File: src/rtl/ac97_sdata_in_deserializer.sv
// ac97_sdata_in_deserializer
//
// Controller-side receiver for the AC97 SDATA_IN stream. Runs entirely in the
// AC97 bit-clock domain. Frame boundaries come from the controller's own SYNC
// output: a SYNC rise marks frame bit 0, and that bit is sampled in the same
// cycle as the rise. The 256-bit frame is deserialized MSB-first, and the block
// extracts:
//   - the tag: codec ready flag plus the slot-valid bits for slots 1..4
//   - the status register readback (slot 1 address, slot 2 data)
//   - the left/right capture PCM samples (slots 3/4)
//
// Ports
//   clk_i             AC97 bit clock (only clock)
//   rst_i             synchronous active-high reset
//   sync_i            controller AUDIO_SYNC
//   sdata_in_i        codec AUDIO_SDATA_IN
//   sample_left_o     slot 3 sample, top SAMPLE_WIDTH bits
//   sample_right_o    slot 4 sample, top SAMPLE_WIDTH bits
//   sample_valid_o    sample pair valid
//   sample_ready_i    consumer accepts the pair
//   status_addr_o     slot 1 bits [18:12]
//   status_data_o     slot 2 bits [19:4]
//   status_valid_o    one-cycle pulse on a new status word
//   codec_ready_o     tag[15] of the last completed frame
//   overflow_o        sticky: a sample pair was dropped
//   overflow_clear_i  clears overflow_o (a simultaneous set wins)
//   frame_error_o     one-cycle pulse when frame alignment is lost
//   dbg_state_o       receiver state (0 = HUNT, 1 = RUN)
//
// Sample handshake: a transfer happens on every cycle where sample_valid_o and
// sample_ready_i are both 1. While sample_valid_o is 1 and sample_ready_i is 0
// the pair is held stable. sample_valid_o drops after a transfer unless a new
// pair is committed in that same cycle.
//
// Every output is driven straight from a register.

module ac97_sdata_in_deserializer #(
    parameter int SAMPLE_WIDTH = 20
) (
    input  logic                    clk_i,
    input  logic                    rst_i,
    input  logic                    sync_i,
    input  logic                    sdata_in_i,
    output logic [SAMPLE_WIDTH-1:0] sample_left_o,
    output logic [SAMPLE_WIDTH-1:0] sample_right_o,
    output logic                    sample_valid_o,
    input  logic                    sample_ready_i,
    output logic [6:0]              status_addr_o,
    output logic [15:0]             status_data_o,
    output logic                    status_valid_o,
    output logic                    codec_ready_o,
    output logic                    overflow_o,
    input  logic                    overflow_clear_i,
    output logic                    frame_error_o,
    output logic                    dbg_state_o
);

    typedef enum logic {
        ST_HUNT = 1'b0,
        ST_RUN  = 1'b1
    } state_e;

    state_e                  state_q, state_d;
    logic [7:0]              cnt_q, cnt_d;          // frame bit index sampled last cycle
    logic                    sync_prev_q;
    logic [19:0]             shift_q, shift_d;
    logic [4:0]              tag_q, tag_d;          // tag[15:11]
    logic [6:0]              slot1_addr_q, slot1_addr_d;
    logic [SAMPLE_WIDTH-1:0] left_stage_q, left_stage_d;
    logic [SAMPLE_WIDTH-1:0] sample_left_q, sample_left_d;
    logic [SAMPLE_WIDTH-1:0] sample_right_q, sample_right_d;
    logic                    sample_valid_q, sample_valid_d;
    logic [6:0]              status_addr_q, status_addr_d;
    logic [15:0]             status_data_q, status_data_d;
    logic                    status_valid_q, status_valid_d;
    logic                    codec_ready_q, codec_ready_d;
    logic                    overflow_q, overflow_d;
    logic                    frame_error_q, frame_error_d;

    logic                    sync_rise;
    logic                    capture;
    logic [7:0]              bit_idx;
    logic [19:0]             shift_nx;

    always_comb begin
        state_d        = state_q;
        cnt_d          = cnt_q;
        shift_d        = shift_q;
        tag_d          = tag_q;
        slot1_addr_d   = slot1_addr_q;
        left_stage_d   = left_stage_q;
        sample_left_d  = sample_left_q;
        sample_right_d = sample_right_q;
        sample_valid_d = sample_valid_q;
        status_addr_d  = status_addr_q;
        status_data_d  = status_data_q;
        status_valid_d = 1'b0;
        codec_ready_d  = codec_ready_q;
        overflow_d     = overflow_q;
        frame_error_d  = 1'b0;

        sync_rise = sync_i & ~sync_prev_q;
        // A bit belongs to a frame if it starts one, or if it continues a
        // running frame that has not yet reached bit 255.
        capture   = sync_rise | ((state_q == ST_RUN) && (cnt_q != 8'd255));
        bit_idx   = sync_rise ? 8'd0 : cnt_q + 8'd1;
        // Shifted value including the bit sampled this cycle, so each field
        // can be latched in the same cycle its last bit arrives.
        shift_nx  = {shift_q[18:0], sdata_in_i};

        // Frame tracking
        if (sync_rise) begin
            if ((state_q == ST_RUN) && (cnt_q != 8'd255)) begin
                frame_error_d = 1'b1;   // early SYNC: partial frame abandoned
            end
            state_d = ST_RUN;
            cnt_d   = 8'd0;
        end else if (state_q == ST_RUN) begin
            if (cnt_q == 8'd255) begin
                frame_error_d = 1'b1;   // no SYNC where the next frame should start
                state_d       = ST_HUNT;
                cnt_d         = 8'd0;
            end else begin
                cnt_d = cnt_q + 8'd1;
            end
        end

        // Consumer side of the sample handshake
        if (sample_valid_q && sample_ready_i) begin
            sample_valid_d = 1'b0;
        end

        // Clear first so that a set later in this block takes priority
        if (overflow_clear_i) begin
            overflow_d = 1'b0;
        end

        // Field extraction
        if (capture) begin
            shift_d = shift_nx;
            case (bit_idx)
                8'd15: tag_d = shift_nx[15:11];
                8'd35: slot1_addr_d = shift_nx[18:12];
                8'd55: begin
                    if (tag_q[3] && tag_q[2]) begin
                        status_addr_d  = slot1_addr_q;
                        status_data_d  = shift_nx[19:4];
                        status_valid_d = 1'b1;
                    end
                end
                8'd75: left_stage_d = shift_nx[19 -: SAMPLE_WIDTH];
                8'd95: begin
                    if (tag_q[1] && tag_q[0]) begin
                        if (!sample_valid_q || sample_ready_i) begin
                            sample_left_d  = left_stage_q;
                            sample_right_d = shift_nx[19 -: SAMPLE_WIDTH];
                            sample_valid_d = 1'b1;
                        end else begin
                            overflow_d = 1'b1;  // held pair wins, new pair dropped
                        end
                    end
                end
                8'd255: codec_ready_d = tag_q[4];
                default: ;
            endcase
        end
    end

    always_ff @(posedge clk_i) begin
        if (rst_i) begin
            state_q        <= ST_HUNT;
            cnt_q          <= 8'd0;
            // Treat SYNC as already high so a level that is high when reset
            // releases is not mistaken for a frame start.
            sync_prev_q    <= 1'b1;
            shift_q        <= '0;
            tag_q          <= '0;
            slot1_addr_q   <= '0;
            left_stage_q   <= '0;
            sample_left_q  <= '0;
            sample_right_q <= '0;
            sample_valid_q <= 1'b0;
            status_addr_q  <= '0;
            status_data_q  <= '0;
            status_valid_q <= 1'b0;
            codec_ready_q  <= 1'b0;
            overflow_q     <= 1'b0;
            frame_error_q  <= 1'b0;
        end else begin
            state_q        <= state_d;
            cnt_q          <= cnt_d;
            sync_prev_q    <= sync_i;
            shift_q        <= shift_d;
            tag_q          <= tag_d;
            slot1_addr_q   <= slot1_addr_d;
            left_stage_q   <= left_stage_d;
            sample_left_q  <= sample_left_d;
            sample_right_q <= sample_right_d;
            sample_valid_q <= sample_valid_d;
            status_addr_q  <= status_addr_d;
            status_data_q  <= status_data_d;
            status_valid_q <= status_valid_d;
            codec_ready_q  <= codec_ready_d;
            overflow_q     <= overflow_d;
            frame_error_q  <= frame_error_d;
        end
    end

    assign sample_left_o  = sample_left_q;
    assign sample_right_o = sample_right_q;
    assign sample_valid_o = sample_valid_q;
    assign status_addr_o  = status_addr_q;
    assign status_data_o  = status_data_q;
    assign status_valid_o = status_valid_q;
    assign codec_ready_o  = codec_ready_q;
    assign overflow_o     = overflow_q;
    assign frame_error_o  = frame_error_q;
    assign dbg_state_o    = state_q;

endmodule

File: config.mk
export PLATFORM = sky130hd
export DESIGN_NAME = ac97_sdata_in_deserializer
export DESIGN_NICKNAME = d
export VERILOG_FILES = /design/src/rtl/ac97_sdata_in_deserializer.sv
export SDC_FILE = /design/constraint.sdc
export NUM_CORES = 1
export LEC_CHECK = 0
export ABC_AREA = 1
export CAP_MARGIN = 20
export CORE_UTILIZATION = 34
export DETAILED_ROUTE_END_ITERATION = 6
export PLACE_DENSITY = 0.57
export SETUP_SLACK_MARGIN = 0.3
export SYNTH_ARGS = -nofsm -noshare
export SYNTH_HDL_FRONTEND = slang
export SYNTH_SLANG_ARGS = --single-unit
File: constraint.sdc
create_clock -name clk_i -period 2.3 [get_ports clk_i]
set_input_delay 0.46 -clock clk_i [delete_from_list [all_inputs] [get_ports clk_i]]
set_output_delay 0.46 -clock clk_i [all_outputs]
set_load 0.1 [all_outputs]
Word-level counts from Yosys, hierarchy flattened
Cells that the tools add are included.

Add/subtract/negate cells: 1. Equality and inequality tests: 8. Multiplexer cells: 20. Bitwise logic cells: 5. Reductions and logical operators: 14.

Operators with widths (count): 1-bit two-way mux (18); 8-bit by 6-bit == test with 1-bit output (second input constant) (2); 8-bit by 7-bit == test with 1-bit output (second input constant) (2); 8-bit == test (second input constant) (2); 8-bit two-way mux (2); 8-bit by 1-bit adder with 8-bit output (second input constant) (1); 8-bit by 4-bit == test with 1-bit output (second input constant) (1); 8-bit inequality test (second input constant) (1); 2-bit AND reduction (4); 1-bit logical AND (4); 4-bit AND reduction (1); 1-bit inverter (3); 3-bit AND reduction (1); 3-bit OR reduction (1); 2-bit OR reduction (1); 1-bit bitwise AND (1); 1-bit logical NOT (1); 1-bit logical OR (1); 1-bit bitwise OR (1).

Register bits after elaboration: 129. Input port bits: 6. Output and inout bits: 69. Logic and storage cells: 64.

Logic depth before layout (Yosys ltp)
Depth in word-level cells: 6. Gate-level depth with buffers: 13. Gate-level depth less buffers: 12.

Worst setup path after synthesis
Ideal clock, no wire load.

Kind: register to register. Start: reg state_q, in the netlist dbg_state_o. End: reg status_data_q[5], in the netlist status_data_o[5]. Setup time: 0.117 ns. Arrival time: 2.073 ns. Required time: 2.183 ns. Path slack: 0.110 ns. Cell stages (with the launch flop): 10. Path buffers: 2. Period minus slack after synthesis: 2.190 ns. Cells stage by stage: dfxtp_1 -> clkbuf_1 -> nand2_1 -> nand2_2 -> nand2_1 -> nor2_2 -> buf_2 -> nand3_1 -> nand2_1 -> nor2_1.

Longest elaborated chain between the ends: 3.

RTL lines: start: declaration (RTL line 63) `state_e state_q, state_d;`; start signal: assignment (RTL line 190) `state_q <= state_d;`; 1-bit logical AND (RTL line 105) `capture = sync_rise | ((state_q == ST_RUN) && (cnt_q != 8'd255));`; 1-bit bitwise OR (RTL line 105); 3-bit AND reduction (no line); end signal: assignment (RTL line 201) `status_data_q <= status_data_d;`; end: declaration (RTL line 74) `logic [15:0] status_data_q, status_data_d;`.

Every way passes these cells. A chain may end at the register's enable or synchronous reset.

Worst setup path after layout
Start: in sync_i. End: reg status_data_q[13], in the netlist status_data_o[13].

Longest elaborated chain between the ends: 4. Elaborated cells on any way between the ends: 5. Those cells by class: eq/ne (1); mux (1); bitwise (2); reduce/logical (1).

RTL lines: start: declaration (RTL line 42) `input logic sync_i,`; 1-bit bitwise AND * (RTL line 102) `sync_rise = sync_i & ~sync_prev_q;`; 8-bit two-way mux (RTL line 106) `bit_idx = sync_rise ? 8'd0 : cnt_q + 8'd1;`; 8-bit by 6-bit == test with 1-bit output (RTL line 141) `case (bit_idx)`; 3-bit AND reduction (no line) *.

Mark *: on every way between the ends. The rest lies on a longest branch, timed or not.

==> results by stage <==
Synthesis:
- The Yosys step of the flow raised 0 warnings.
- The synthesized design contains 129 register bits.
- By area the synthesized netlist is led by sky130_fd_sc_hd__dfxtp_1, sky130_fd_sc_hd__nand2_1, sky130_fd_sc_hd__nor2_1, sky130_fd_sc_hd__inv_1, sky130_fd_sc_hd__nand3_1.
- The area share of the largest cell type after synthesis is 48.2%.
- The synthesized area divided by synthesized cell count is a little over 7 um^2.
- In this run the cell area of the synthesized design comes to 5360 um^2.
- When the netlist entered floorplanning its net count stood at about 770.
- The biggest area contributor in the post-synthesis netlist is sky130_fd_sc_hd__dfxtp_1.
- The unique cell type count in the Yosys netlist is 28.
- Summing the sequential cell areas from Yosys gives slightly below 50% of the chip area.
- The synthesized instance count is approximately 760.

Cells and area:
- The share of final-layout standard cells stronger than drive strength 1 is 19.9%.
- The count of cells in the finished layout, fillers not included, comes to 1072.
- The number of diodes is 0.
- The area taken by multi-input logic gates is 2330 um^2.
- Compared with the post-synthesis result, the final layout area differs by 31.5%.
- The area of all placed cells without fillers is 7050 um^2.
- Counting the fill cells in the layout gives 1610.
- The final layout contains 860 nets.
- The area used by sequential logic in the layout is around 2600 um^2.

Clocking:
- The TritonCTS buffer count is 17.
- CTS saw 129 sinks.
- The clock latency at the later pin of the worst-skew pair is 410 ps.
- Counting along the longest clock path gives a buffer depth of 2.
- The cell chosen for the clock root is sky130_fd_sc_hd__clkbuf_16.
- The clock-pin slew of the registers on the worst-case setup and hold paths is approximately 50 ps.
- The quantity of hold-fixing buffers added after cts is 0.
- The CTS tree is yes.
- The H-tree depth is 4.

Outcome:
- The flow ran to the end, and the final reports show no timing, DRC or antenna violations.

Power and ir drop:
- Across the VDD grid, the largest voltage drop is 0.542 mV.
- The design internal power is 3.83 mW.
- In this run, flip-flops and latches consume 47.1% of the power.
- The switching power of the nets is 1.08 mW.
- The static power due to leakage is 3.24 nW.
- The fraction of power spent switching nets is between 20% and 30%.
- Of the total power, the clock network draws 48.6%.
- The ratio of total power to cell area is 696 nW/um^2.
- The part of the total power dissipated in combinational logic is 4.4%.

Floorplanning:
- The area of the die is 16300 um^2.
- The die extent in y is between 100 and 150 um.
- The floorplan step set the die width to 128 um.
- The core box area is 15300 um^2.
- The number of cell rows is 45.
- The starting density of the core is about a third.
- The top-level I/O count is 75.

Route:
- The detailed-route wire length is 14100 um.
- After detailed routing, the met3 layer carries 507 um of wire.
- Summing over every cut layer, the via total after detailed routing is about 4800.
- The detailed-route wire length on metal 1 is 7050 um.
- The first-pass iteration count of the detailed router is 4.
- The detailed router's first-iteration violation count is 404.
- After detailed routing, the number of remaining DRC violations is 0.
- After detailed routing, the average wire length per cell comes to 13.2 um.
- Dividing the detail-routed via count by the number of cells gives between 4 and 5.
- In this run the top signal layer used is met4.
- The routed length on met2 is 6440 um.
- The number of nets with antenna violations after routing is 0.

Timing:
- Setup repair after global routing could not meet its margin everywhere.
- The setup-violating endpoint count in the final report is 0.
- Clock skew on the completed layout was measured at 5.64 ps.
- The highest achievable clock rate is 523 MHz.
- The count of final hold-check violations is 0.
- The slew at the pin with the worst max-slew slack is 357 ps.
- The share of the clock period used by the worst path is 83.2%.
- For the final routed database, the setup TNS stands at 0 ps.
- The relative slew slack is 76.1%.
- The number of pins exceeding their max-slew limit in the final report was 0.
- The clock period could shrink to 1910 ps.

Min path:
- The depth of the worst hold-timing path is 2.
- The class of the worst hold path is flop to flop.
- The worst hold path begins at left_stage_q[1]$_SDFFE_PP0P_.

Place:
- The cell area after placement is 6210 um^2.
- Input and output buffers added on the ports amount to 74.
- At the end of routability-driven placement, the weighted congestion stood at 0.841.
- Detailed placement ended at an HPWL of 8680 um.
- The number of placed cells counting well taps is 1031.

Worst setup path:
- The length in cells of the worst reg-to-reg path is 11.
- The startpoint identified for the worst register-to-register timing path is cnt_q[1]$_SDFFE_PP0P_.
- Data on the critical path arrives at its endpoint at between 2000 and 2500 ps.
- The worst setup path is launched from an input pin.
- The critical path class is input pin to flop.
- The worst setup path startpoint is sync_i.
- STA classifies the critical path endpoint as a flop.
- Data on the critical path is required at its endpoint by 2650 ps.
- Along the worst path, the maximum fanout reaches 11.

Global route:
- Global routing used 16.7% of the available tracks.
- The number of global-route vias before repair was 4248.
- The initial antenna violation count is 0.
- The first global-routing pass estimated between 20000 and 25000 um of wire.
- For this run the aggregate overflow at the end of global routing stands at 0.
- Entering global routing, the biggest net connects 81 pins.

Job:
- The count of maximum capacitance violations is 0.
## power groups by stage
stage	Clock (mW)	Combinational (mW)	Sequential, mW
after floorplan	0	0.131	2.34
after global placement	0	0.206	2.35
after detailed placement	0	0.206	2.35
after CTS	2.44	0.210	2.31
after global routing	2.54	0.237	2.31
final	2.38	0.214	2.31
## kinds of logic (layout without fill, tap and decap cells)
family,count (synthesis),count (layout),synth area share [%]
AND/OR/NAND/NOR,433,433,34.5
flip-flops,129,129,48.2
buffers and inverters,123,223,9.88
AO/OA/AOI/OAI,75,75,7.21
adder cells (fa/ha/maj),1,1,0.233
## metrics by stage
step | utilization (%) | setup WS (ps) | hold WS (ps) | power, mW
final | 46.0 | 387 | 466 | 4.91
after global routing | 46.0 | 263 | 484 | 5.09
after CTS | 44.0 | 292 | 466 | 4.95
after detailed placement | 40.5 | -88.6 | 457 | 2.56
after global placement | 40.5 | -61.2 | 451 | 2.56
after floorplan | - | 415 | 431 | 2.48
## flip-flops by register name, summed over array words and instances, names as in the netlist
name and cells:
left_stage_q 20, sample_left_o 20, sample_right_o 20, shift_q 19, status_data_o 16, cnt_q 8
slot1_addr_q 7, status_addr_o 7, tag_q 5, codec_ready_o 1, dbg_state_o 1, frame_error_o 1
overflow_o 1, sample_valid_o 1, status_valid_o 1, sync_prev_q 1
## critical path, cell delays in order
cell,delay [ps]
sky130_fd_sc_hd__clkdlybuf4s50_1,460
sky130_fd_sc_hd__nand2_4,120
sky130_fd_sc_hd__nand3_1,140
sky130_fd_sc_hd__nor2_4,160
sky130_fd_sc_hd__inv_1,70
sky130_fd_sc_hd__nor2_2,130
sky130_fd_sc_hd__buf_4,120
sky130_fd_sc_hd__nand3_2,100
sky130_fd_sc_hd__nor2_4,180
sky130_fd_sc_hd__clkbuf_16,200
sky130_fd_sc_hd__nor2_1,40
sky130_fd_sc_hd__nor2_1,80
## timing repair
| action | 4_1_cts | 5_1_grt |
|---|---|---|
| resized for setup | 1 | 29 |
| pin swaps | 3 | 7 |
| buffers inserted | 2 | 4 |
| gates cloned | 0 | 8 |
| setup endpoints to repair | 21 | 101 |
## cell usage in the layout (no fill, tap or decap)
master | netlist | layout
sky130_fd_sc_hd__o211ai_1 | 1 | 1
sky130_fd_sc_hd__dfxtp_1 | 129 | 124
sky130_fd_sc_hd__nand3_1 | 54 | 51
sky130_fd_sc_hd__or2_2 | 1 | 1
sky130_fd_sc_hd__o21ai_0 | 21 | 21
sky130_fd_sc_hd__buf_16 | 0 | 1
sky130_fd_sc_hd__ha_4 | 0 | 1
sky130_fd_sc_hd__clkbuf_1 | 15 | 5
sky130_fd_sc_hd__nor2_4 | 4 | 8
sky130_fd_sc_hd__inv_2 | 2 | 2
sky130_fd_sc_hd__a21oi_1 | 51 | 51
sky130_fd_sc_hd__dfxtp_2 | 0 | 5
sky130_fd_sc_hd__clkdlybuf4s50_1 | 0 | 5
sky130_fd_sc_hd__nor3_1 | 3 | 3
sky130_fd_sc_hd__buf_6 | 6 | 4
sky130_fd_sc_hd__clkbuf_8 | 0 | 5
sky130_fd_sc_hd__buf_4 | 0 | 92
sky130_fd_sc_hd__nand3_2 | 2 | 5
sky130_fd_sc_hd__o21bai_2 | 1 | 1
sky130_fd_sc_hd__nand4_1 | 10 | 10
sky130_fd_sc_hd__nand4_4 | 1 | 1
sky130_fd_sc_hd__nand2_2 | 5 | 9
sky130_fd_sc_hd__clkinv_2 | 1 | 1
sky130_fd_sc_hd__buf_8 | 0 | 1
sky130_fd_sc_hd__nand2_4 | 1 | 3
sky130_fd_sc_hd__clkinv_1 | 2 | 1
sky130_fd_sc_hd__nand2_1 | 172 | 166
sky130_fd_sc_hd__buf_12 | 0 | 4
sky130_fd_sc_hd__nor2_2 | 4 | 4
sky130_fd_sc_hd__inv_1 | 79 | 79
sky130_fd_sc_hd__o21bai_1 | 1 | 1
sky130_fd_sc_hd__clkbuf_16 | 0 | 22
sky130_fd_sc_hd__nand3b_1 | 9 | 9
sky130_fd_sc_hd__inv_4 | 0 | 1
sky130_fd_sc_hd__nor2_1 | 167 | 163
## cell usage after synthesis, drive strengths merged
library cell / number
o211ai: 1
nor2: 175
dfxtp: 129
buf: 24
inv: 81
o21bai: 2
o21ai: 21
nand4: 11
clkbuf: 15
ha: 1
nand3b: 9
nand3: 56
or2: 1
clkinv: 3
nor3: 3
a21oi: 51
nand2: 178
## worst paths after layout
path	endpoint	slack, ps
worst max-delay path	status_data_o[13]$_SDFFE_PP0P_	390
worst min-delay path	left_stage_q[1]$_SDFFE_PP0P_	470
worst max register to register	status_addr_o[0]$_SDFFE_PP0P_	400
worst min register to register	left_stage_q[1]$_SDFFE_PP0P_	470
## layout make-up
type,count,area share (%)
clock buffer,27,7.28
inverter,84,4.53
multi-input combinational,509,33.1
sequential,129,36.7
tap,211,3.75
timing repair buffer,112,14.7
## per-layer routing
layer  GRT usage, %  vias to the layer above
met5              0                        -
met4           5.81                        0
met3           4.44                       12
met2           25.3                       81
met1           22.7                     2156
li1               -                     2545
Power figures use the tool's default switching activity.
